`config.mk`:
```
export PLATFORM = sky130hd
export DESIGN_NAME = lcd_read_fsm
export DESIGN_NICKNAME = d
export VERILOG_FILES = /design/src/rtl/lcd_pkg.sv /design/src/rtl/lcd_nibble_reader.sv /design/src/rtl/lcd_read_fsm.sv
export SDC_FILE = /design/constraint.sdc
export NUM_CORES = 1
export LEC_CHECK = 0
export CAP_MARGIN = 20
export CORE_UTILIZATION = 50
export CTS_BUF_LIST = sky130_fd_sc_hd__clkbuf_8
export DETAILED_ROUTE_END_ITERATION = 8
export PLACE_DENSITY = 0.81
export SLEW_MARGIN = 10
export SYNTH_ARGS = -nofsm -noshare
export SYNTH_HDL_FRONTEND = slang
export SYNTH_SLANG_ARGS = --single-unit
```
`constraint.sdc`:
```
create_clock -name clk -period 7.19 [get_ports clk]
set_input_delay 1.0785 -clock clk [delete_from_list [all_inputs] [get_ports clk]]
set_output_delay 1.0785 -clock clk [all_outputs]
set_load 0.05 [all_outputs]
```
`src/rtl/lcd_pkg.sv`:
```
// Shared LCD interface definitions: FSM state encodings and default bus timing
// (50 MHz clock) used by the read and write engines.
package lcd_pkg;

   localparam int DEF_T_SETUP   = 2;
   localparam int DEF_T_E_HIGH  = 12;
   localparam int DEF_T_SAMPLE  = 10;
   localparam int DEF_T_HOLD    = 1;
   localparam int DEF_T_GAP     = 50;
   localparam int DEF_MAX_POLLS = 1000;

   localparam int CNT_W  = 8;
   localparam int POLL_W = 10;

   typedef enum logic [3:0] {
      ST_IDLE    = 4'd0,
      ST_SETUP_H = 4'd1,
      ST_E_H     = 4'd2,
      ST_HOLD_H  = 4'd3,
      ST_GAP     = 4'd4,
      ST_SETUP_L = 4'd5,
      ST_E_L     = 4'd6,
      ST_HOLD_L  = 4'd7,
      ST_DONE    = 4'd8,
      ST_RETRY   = 4'd9
   } rd_state_e;

   typedef enum logic [1:0] {
      NP_IDLE  = 2'd0,
      NP_SETUP = 2'd1,
      NP_E     = 2'd2,
      NP_HOLD  = 2'd3
   } nib_phase_e;

   // Poll counter increment that sticks at all-ones instead of wrapping.
   function automatic logic [POLL_W-1:0] sat_inc(input logic [POLL_W-1:0] v);
      return (v == {POLL_W{1'b1}}) ? v : v + POLL_W'(1);
   endfunction

endpackage

```
`src/rtl/lcd_nibble_reader.sv`:
```
// One-nibble read strobe: SETUP -> E high -> HOLD, sampling the bus at a fixed
// offset inside the E-high window.
module lcd_nibble_reader #(
   parameter int T_SETUP  = lcd_pkg::DEF_T_SETUP,
   parameter int T_E_HIGH = lcd_pkg::DEF_T_E_HIGH,
   parameter int T_SAMPLE = lcd_pkg::DEF_T_SAMPLE,
   parameter int T_HOLD   = lcd_pkg::DEF_T_HOLD
) (
   input  logic       clk,
   input  logic       reset,
   input  logic       start,
   input  logic [3:0] sf_d_in,
   output logic       lcd_e,
   output logic       phase_end,
   output logic [3:0] nibble
);
   import lcd_pkg::*;

   nib_phase_e       phase_r, phase_nxt_s;
   logic [CNT_W-1:0] cnt_r;
   logic             e_r;
   logic [3:0]       nibble_r;
   logic             phase_end_s;

   // last cycle of the current phase
   always_comb begin
      phase_end_s = 1'b0;
      case (phase_r)
         NP_SETUP: phase_end_s = (cnt_r == CNT_W'(T_SETUP - 1));
         NP_E:     phase_end_s = (cnt_r == CNT_W'(T_E_HIGH - 1));
         NP_HOLD:  phase_end_s = (cnt_r == CNT_W'(T_HOLD - 1));
         default:  phase_end_s = 1'b0;
      endcase
   end

   // phase sequencing
   always_comb begin
      phase_nxt_s = phase_r;
      case (phase_r)
         NP_IDLE:  phase_nxt_s = start       ? NP_SETUP : NP_IDLE;
         NP_SETUP: phase_nxt_s = phase_end_s ? NP_E     : NP_SETUP;
         NP_E:     phase_nxt_s = phase_end_s ? NP_HOLD  : NP_E;
         NP_HOLD:  phase_nxt_s = phase_end_s ? NP_IDLE  : NP_HOLD;
         default:  phase_nxt_s = NP_IDLE;
      endcase
   end

   // phase/counter registers; E is registered from the next phase so it tracks NP_E exactly
   always_ff @(posedge clk or negedge reset) begin
      if (!reset) begin
         phase_r  <= NP_IDLE;
         cnt_r    <= {CNT_W{1'b0}};
         e_r      <= 1'b0;
         nibble_r <= 4'h0;
      end else begin
         phase_r <= phase_nxt_s;
         if ((phase_nxt_s != phase_r) || (phase_r == NP_IDLE)) begin
            cnt_r <= {CNT_W{1'b0}};
         end else begin
            cnt_r <= cnt_r + CNT_W'(1);
         end
         e_r <= (phase_nxt_s == NP_E);
         if ((phase_r == NP_E) && (cnt_r == CNT_W'(T_SAMPLE))) begin
            nibble_r <= sf_d_in;
         end else begin
            nibble_r <= nibble_r;
         end
      end
   end

   assign lcd_e     = e_r;
   assign phase_end = phase_end_s;
   assign nibble    = nibble_r;

endmodule

```
`src/rtl/lcd_read_fsm.sv`:
```
// 4-bit LCD read engine: two nibble strobes per byte, with optional busy-flag
// polling that repeats the read until BF clears or the poll limit is hit.
module lcd_read_fsm #(
   parameter int T_SETUP   = lcd_pkg::DEF_T_SETUP,
   parameter int T_E_HIGH  = lcd_pkg::DEF_T_E_HIGH,
   parameter int T_SAMPLE  = lcd_pkg::DEF_T_SAMPLE,
   parameter int T_HOLD    = lcd_pkg::DEF_T_HOLD,
   parameter int T_GAP     = lcd_pkg::DEF_T_GAP,
   parameter int MAX_POLLS = lcd_pkg::DEF_MAX_POLLS
) (
   input  logic       clk,
   input  logic       reset,
   input  logic       start,
   input  logic       rs,
   input  logic       poll_busy,
   input  logic [3:0] SF_D_in,
   output logic       LCD_RS,
   output logic       LCD_RW,
   output logic       LCD_E,
   output logic [7:0] rd_data,
   output logic       rd_valid,
   output logic       busy,
   output logic       timeout
);
   import lcd_pkg::*;

   rd_state_e         state_r, state_nxt_s;
   logic [CNT_W-1:0]  cnt_r;
   logic [POLL_W-1:0] poll_cnt_r, poll_inc_s;
   logic              rs_l_r, poll_l_r;
   logic [3:0]        hi_r;
   logic              nib_start_s, nib_end_s, gap_end_s, bf_hit_s, retry_s, done_s;
   logic [3:0]        nib_val_s;
   logic              rs_s, rw_s, busy_s, rd_valid_s, timeout_s;
   logic [7:0]        rd_data_s;
   logic              rs_r, rw_r, busy_r, rd_valid_r, timeout_r;
   logic [7:0]        rd_data_r;

   lcd_nibble_reader #(
      .T_SETUP  (T_SETUP),
      .T_E_HIGH (T_E_HIGH),
      .T_SAMPLE (T_SAMPLE),
      .T_HOLD   (T_HOLD)
   ) u_nib (
      .clk       (clk),
      .reset     (reset),
      .start     (nib_start_s),
      .sf_d_in   (SF_D_in),
      .lcd_e     (LCD_E),
      .phase_end (nib_end_s),
      .nibble    (nib_val_s)
   );

   assign gap_end_s  = (cnt_r == CNT_W'(T_GAP - 1));
   assign poll_inc_s = sat_inc(poll_cnt_r);
   assign bf_hit_s   = poll_l_r && !rs_l_r && hi_r[3];
   assign retry_s    = bf_hit_s && (32'(poll_inc_s) < 32'(MAX_POLLS));
   assign done_s     = (state_r == ST_DONE) && !retry_s;

   // state, timing counter, latched request and high nibble
   always_ff @(posedge clk or negedge reset) begin
      if (!reset) begin
         state_r    <= ST_IDLE;
         cnt_r      <= {CNT_W{1'b0}};
         poll_cnt_r <= {POLL_W{1'b0}};
         rs_l_r     <= 1'b0;
         poll_l_r   <= 1'b0;
         hi_r       <= 4'h0;
      end else begin
         state_r <= state_nxt_s;
         if ((state_nxt_s != state_r) || (state_r == ST_IDLE)) begin
            cnt_r <= {CNT_W{1'b0}};
         end else begin
            cnt_r <= cnt_r + CNT_W'(1);
         end
         if ((state_r == ST_IDLE) && start) begin
            rs_l_r     <= rs;
            poll_l_r   <= poll_busy;
            poll_cnt_r <= {POLL_W{1'b0}};
         end else if (state_r == ST_DONE) begin
            poll_cnt_r <= poll_inc_s;
         end else begin
            poll_cnt_r <= poll_cnt_r;
         end
         if ((state_r == ST_HOLD_H) && nib_end_s) begin
            hi_r <= nib_val_s;
         end else begin
            hi_r <= hi_r;
         end
      end
   end

   // next state; each nibble strobe is launched on entry to its SETUP state
   always_comb begin
      state_nxt_s = state_r;
      nib_start_s = 1'b0;
      case (state_r)
         ST_IDLE: begin
            state_nxt_s = start ? ST_SETUP_H : ST_IDLE;
            nib_start_s = start;
         end
         ST_SETUP_H: state_nxt_s = nib_end_s ? ST_E_H    : ST_SETUP_H;
         ST_E_H:     state_nxt_s = nib_end_s ? ST_HOLD_H : ST_E_H;
         ST_HOLD_H:  state_nxt_s = nib_end_s ? ST_GAP    : ST_HOLD_H;
         ST_GAP: begin
            state_nxt_s = gap_end_s ? ST_SETUP_L : ST_GAP;
            nib_start_s = gap_end_s;
         end
         ST_SETUP_L: state_nxt_s = nib_end_s ? ST_E_L    : ST_SETUP_L;
         ST_E_L:     state_nxt_s = nib_end_s ? ST_HOLD_L : ST_E_L;
         ST_HOLD_L:  state_nxt_s = nib_end_s ? ST_DONE   : ST_HOLD_L;
         ST_DONE:    state_nxt_s = retry_s   ? ST_RETRY  : ST_IDLE;
         ST_RETRY: begin
            state_nxt_s = gap_end_s ? ST_SETUP_H : ST_RETRY;
            nib_start_s = gap_end_s;
         end
         default:    state_nxt_s = ST_IDLE;
      endcase
   end

   // output values for the next cycle; the result leaves DONE so busy covers the rd_valid cycle
   always_comb begin
      rw_s       = (state_nxt_s != ST_IDLE);
      rs_s       = rw_s && ((state_r == ST_IDLE) ? rs : rs_l_r);
      busy_s     = rw_s || (state_r == ST_DONE);
      rd_valid_s = done_s;
      timeout_s  = done_s && bf_hit_s;
      rd_data_s  = done_s ? {hi_r, nib_val_s} : rd_data_r;
   end

   // output registers
   always_ff @(posedge clk or negedge reset) begin
      if (!reset) begin
         rs_r       <= 1'b0;
         rw_r       <= 1'b0;
         busy_r     <= 1'b0;
         rd_valid_r <= 1'b0;
         timeout_r  <= 1'b0;
         rd_data_r  <= 8'h00;
      end else begin
         rs_r       <= rs_s;
         rw_r       <= rw_s;
         busy_r     <= busy_s;
         rd_valid_r <= rd_valid_s;
         timeout_r  <= timeout_s;
         rd_data_r  <= rd_data_s;
      end
   end

   assign LCD_RS   = rs_r;
   assign LCD_RW   = rw_r;
   assign busy     = busy_r;
   assign rd_valid = rd_valid_r;
   assign timeout  = timeout_r;
   assign rd_data  = rd_data_r;

endmodule

```
==> out/qor.yml, run 1 <==
status: "complete, no violations"
timing.final.crit_share_pct: 36.0
antennaDiodeCount: 0
clkSinkCount: 56
drt-total-wl_mm: 5.77
ir_drop_uv: 123
worst_pin_slew_ns: 0.810
r2r_end: "hi_r[2]"
finalWorstSetupSlack_ns: 4.60
hold_viol_final: 0
gp_congestion: 0.868
dp_cells: 376
nets: 330
cts_resized: 0
synthAdderAreaFrac_pct: 4.17
relSlewSlack_pct: 45.6
power_density_mw_per_mm2: 159
pin_count: 23
synth_compound_area_share_pct: 9.67
reg2reg_depth: 8
slowest_stage: "clkdlybuf4s50_1"
hold_buffers: 0
hpwl_mm: 3.96
antenna_found_initial: 0
maxCapViolCount: 0
setup_tns_ns: 0
syn_area_per_cell_um2: 10.2
min_from: "poll_l_r"
fmax_ghz: 0.386
path_cells: "clkdlybuf4s50_1"
path_clk_slew_ns: 0.09
cp.arrival_ns: 1.51
path_buf_inv: 1
synthArstFlopShare_pct: 100
fin_crit_ns: 2.59
path_class: "flop to output pin"
critPathLaunchType: "flop"
end_kind: "output pin"
yosysUniqueCellTypes: 50
final_max_slew_viol_count: 0
row_count: 27
clk-insertion-delay-late_ns: 0.31
cts_post_setup_buffers_inserted: 0
area_growth_syn_to_layout_pct: 12.0
grt_usage_pct: 20.4
grt_max_degree: 57
clock-root-buffer: "clkbuf_8"
numCtsBuffers: 5
hold_class: "flop to flop"
p_leak_nw: 1.43
ant_nets: 0
hold_slack_ns: 0.481
ctsLongestPathBuffers: 2
yosys_warnings: 0
htree_levels: 2
drive_above_1_share_pct: 10.9
synthCells: 294
cpPeakStageDelay_ns: 0.82
finalNonFillerCells: 384
cp_top_family: "buffers and inverters"
synth_xor_area_share_pct: 5.50
die_width_um: 79.5
synth-seq-cells: 56
dieHeight_um: 79.5
worstPathRequired_ns: 6.11
cts_tree: "done"
drt_iter0_drc: 143
routed_via_density: 5.83
preCtsSetupSlack_ns: 4.67
finalSetupViolCount: 0
netlist_area_mm2: 0.00300
synth_seq_area_share_pct: 46.7
coreArea_mm2: 0.00564
wl_per_cell_um: 15.0
grt_pass1_wl_mm: 9.85
crit_fanout: 2
multi_input_area_mm2: 0.00150
grt_pass1_vias: 2061
rrSetupSlack_ns: 4.63
fillers: 479
io_buffers: 22
min_to: "poll_l_r"
vias: 2238
drc: 0
synth-edff-count: 0
finalPower_w: 0.000535
clock_skew_ns: 0.00765
syn_nets: 313
yosys_most_used_dff: "dfrtp_1"
rsz0062_at_grt: "no"
r2r_start: "u_nib.phase_r[0]"
design.die.area_mm2: 0.00631
whs_path_depth: 2
yosys.area_share.simple_pct: 22.5
seq_area_mm2: 0.00140
synth_top_family_by_area: "simple AND/OR/NAND/NOR gates"
grt-ovfl-total: 0
synth_mux_area_share_pct: 8.01
drtPass1Iterations: 5
initial_core_util_pct: 53.2
-- layer usage --
layer,GRT usage [%],part of all wire [%],vias to the layer above
met2,29.6,46,67
li1,-,-,1088
met3,4.57,5.6,8
met4,7.27,1.5,0
met5,0,0,-
met1,29.7,47,1075
-- kinds of logic after synthesis --
group                    Yosys count
AND/OR/NAND/NOR                  126
buffers and inverters             24
XOR/XNOR                          18
flip-flops                        56
adder cells (fa/ha/maj)           10
multiplexers                      22
AO/OA/AOI/OAI                     38
-- per-stage QoR --
stage / utilization, % / instance area (µm²)
after detailed placement: 57.6 / 3250
after CTS: 59.5 / 3360
final: 59.5 / 3360
after global placement: 57.6 / 3250
after floorplan: - / 3000
after global routing: 59.5 / 3360
-- state kept, by name, indices dropped and copies added (netlist names) --
signal,cells
LCD_RS,1
busy,1
u_nib.lcd_e,1
LCD_RW,1
rd_data,8
rd_valid,1
u_nib.nibble,4
timeout,1
cnt_r,8
state_r,4
u_nib.phase_r,2
hi_r,4
rs_l_r,1
u_nib.cnt_r,8
poll_cnt_r,10
poll_l_r,1
-- final cells by class --
class | count | share of cell area, %
Timing Repair Buffer | 23 | 6.63
Inverter | 11 | 1.23
Clock buffer | 5 | 2.05
Clock inverter | 3 | 1.15
Tap cell | 72 | 2.68
Multi-Input combinational cell | 214 | 44.5
Sequential cell | 56 | 41.7
-- worst max-delay path by stage --
stage                          start        endpoint  slack, ns  depth (start not counted)
floorplan           u_nib.phase_r[0]         hi_r[0]       4.93                          8
global placement    u_nib.phase_r[0]         hi_r[0]       4.71                          8
detailed placement  u_nib.phase_r[0]         hi_r[2]       4.67                          8
CTS                       rd_data[4]      rd_data[4]       4.59                          1
global route        u_nib.phase_r[0]  u_nib.cnt_r[5]       4.45                          8
finish                    rd_data[4]      rd_data[4]       4.60                          1
-- report_power, final --
part           total [W]  internal [W]  switching [W]  leakage, nW
Clock           0.000204      0.000102       0.000101       0.0593
Sequential      0.000319      0.000317     0.00000191        0.692
Combinational  0.0000127    0.00000558     0.00000713        0.680
Total           0.000535      0.000425       0.000110         1.43
-- synth_stat cells, drive strengths merged (5+ instances only) --
cell,n,share of area (%)
nand3,21,3.5
ha,10,4.2
o21ai,10,1.7
nor3,10,2.0
and3,10,2.1
mux2,16,6.0
dfrtp,56,47
mux2i,6,2.0
clkbuf,7,0.92
a21oi,8,1.3
nor2,31,3.9
nor4,9,1.9
xor2,12,3.5
nand4,9,2.6
xnor2,6,2.0
a31oi,5,1.5
buf,6,1.1
nand2,21,2.6
inv,11,1.4
-- layout by cell type, fill, tap and decap left out, types with 3 or more instances in the layout --
cell type	Yosys	routed
clkdlybuf4s50_1	0	21
a31oi_1	4	4
o21ai_0	10	10
mux2i_1	6	6
mux2_2	15	15
nor2_1	31	31
and4_1	3	3
xnor2_1	5	5
and3_1	10	10
and2_1	3	3
inv_1	11	12
dfrtp_1	56	56
xor2_1	12	12
nor4_1	9	9
a21oi_1	8	8
nor3_1	8	8
nand2b_1	3	3
nand4_1	7	7
clkbuf_8	0	5
nand2_1	21	21
ha_1	10	10
nand3_1	21	21
No activity file was read; power rests on OpenSTA's default activity.
==> inputs of run 2 (changes only) <==
clock period = 2.7 ns   (was 7.19 ns; I/O delays follow)
==> out/qor.yml, run 2 (synthesis results as in run 1) <==
cts_post_setup_buffers_inserted: 0  # unchanged
wl_per_cell_um: 14.8  # was 15.0 µm
drt-total-wl_mm: 5.74  # was 5.77 mm
hold_buffers: 0  # unchanged
area_growth_syn_to_layout_pct: 12.1  # was 12.0%
cp_top_family: "simple AND/OR/NAND/NOR gates"  # was buffers and inverters
critPathLaunchType: "flop"  # unchanged
coreArea_mm2: 0.00564  # unchanged
path_clk_slew_ns: 0.10  # was 0.09 ns
cts_tree: "done"  # unchanged
hold_class: "primary input to asynchronous set/reset pin"  # was flop to flop
clock-root-buffer: "clkbuf_8"  # unchanged
design.die.area_mm2: 0.00631  # unchanged
slowest_stage: "ha_1"  # was clkdlybuf4s50_1
worstPathRequired_ns: 2.91  # was 6.11 ns
row_count: 27  # unchanged
finalSetupViolCount: 0  # unchanged
final_max_slew_viol_count: 0  # unchanged
gp_congestion: 0.867  # was 0.868
fillers: 473  # was 479
initial_core_util_pct: 53.2  # unchanged
antenna_found_initial: 0  # unchanged
seq_area_mm2: 0.00140  # unchanged
preCtsSetupSlack_ns: 0.280  # was 4.67 ns
drtPass1Iterations: 4  # was 5
crit_fanout: 12  # was 2
fmax_ghz: 0.403
p_leak_nw: 1.43  # about the same
drt_iter0_drc: 163  # was 143
drc: 0  # unchanged
setup_tns_ns: 0  # unchanged
final_common_cell: "dfrtp_1"  # unchanged
numCtsBuffers: 5  # unchanged
largest_reg_flops: 10  # unchanged
end_kind: "flop"  # was output pin
grt_usage_pct: 20.5  # was 20.4%
status: "complete, no violations"  # unchanged
rrSetupSlack_ns: 0.22  # was 4.63 ns
grt-ovfl-total: 0  # unchanged
ant_nets: 0  # unchanged
cpPeakStageDelay_ns: 0.46  # was 0.82 ns
hpwl_mm: 3.92  # was 3.96 mm
drive_above_1_share_pct: 11.7  # was 10.9%
maxCapViolCount: 0  # unchanged
vias: 2227  # was 2,238
ir_drop_uv: 389  # was 123 µV
path_class: "flop to flop"  # was flop to output pin
clkSinkCount: 56  # unchanged
path_cells: "ha_1, and3_1, nor4_1, nor3_2, nand4_2, a31oi_4, mux2_2"  # was clkdlybuf4s50_1
grt_max_degree: 57  # unchanged
finalWorstSetupSlack_ns: 0.217  # was 4.60 ns
routed_via_density: 5.75  # was 5.83
timing.final.crit_share_pct: 92.0
clock_skew_ns: 0.00797  # was 0.00765 ns
cts_resized: 0  # unchanged
pin_count: 23  # unchanged
worst_pin_slew_ns: 0.691  # was 0.810 ns
cp.arrival_ns: 2.69  # was 1.51 ns
io_buffers: 22  # unchanged
dieHeight_um: 79.5  # unchanged
rsz0062_at_grt: "no"  # unchanged
die_width_um: 79.5  # unchanged
path_buf_inv: 0  # was 1
fin_crit_ns: 2.48
antennaDiodeCount: 0  # unchanged
nets: 333  # was 330
most-common-layout-cells: "dfrtp_1, nor2_1, nand2_1, nand3_1, clkdlybuf4s50_1"  # unchanged
ctsLongestPathBuffers: 2  # unchanged
htree_levels: 2  # unchanged
clk-insertion-delay-late_ns: 0.32  # was 0.31 ns
grt_pass1_vias: 2237  # was 2,061
power_density_mw_per_mm2: 399  # was 159 mW/mm²
relSlewSlack_pct: 53.9  # was 45.6%
hold_viol_final: 0  # unchanged
regMostFlops: "poll_cnt_r"  # unchanged
multi_input_area_mm2: 0.00150  # unchanged
grt_pass1_wl_mm: 10.0  # was 9.85 mm
run 2: area by class of cell:
cell class	instances	share of cell area, %
repair buffers	26	7.29
well taps	72	2.68
inverters	11	1.23
clock inverters	3	0.595
clock buffers	5	2.05
flip-flops and latches	56	41.7
multi-input cells	214	44.5
run 2: path summary, 6_finish.rpt:
| kind | startpoint | to | cells past startpoint |
|---|---|---|---|
| setup / recovery | poll_cnt_r[0] | rd_data[2] | 7 |
| max in group asynchronous | reset | rd_data[0] | 2 |
| min in group clk | cnt_r[0] | cnt_r[0] | 1 |
| hold reg to reg | cnt_r[0] | cnt_r[0] | 1 |
| hold / removal | reset | u_nib.phase_r[0] | 2 |
| setup reg to reg | poll_cnt_r[0] | rd_data[2] | 7 |
run 2: power by group:
part	internal [W]	total, W	switching (W)
sequential	0.000844	0.000849	0.00000468
clock	0.000181	0.000458	0.000276
combinational	0.0000149	0.0000340	0.0000191
total	0.00104	0.00134	0.000300
run 2: per-stage QoR:
stage	util, %	power, W	hold WS, ns	cell area [µm²]	instances
after detailed placement	58.0	0.000901	0.479	3270	379
after global placement	58.0	0.000900	0.485	3270	379
after global routing	59.6	0.00140	0.283	3360	387
after CTS	59.6	0.00136	0.246	3360	387
after floorplan	-	0.000869	0.109	3000	294
final	59.6	0.00134	0.212	3360	387
run 2: worst register-to-register path, delay by kind of cell, from the launching register on:
kind / cells / cell delay (ns)
AND/OR/NAND/NOR: 4 / 0.73
adder cells (fa/ha/maj): 1 / 0.46
flip-flops: 1 / 0.45
multiplexers: 1 / 0.38
AO/OA/AOI/OAI: 1 / 0.36
run 2: metal layers:
layer  wire length (µm)  global-route usage, %
met5                  0                      0
met4                117                   9.64
met3                273                   3.89
met2               2640                   33.1
met1               2700                   26.5
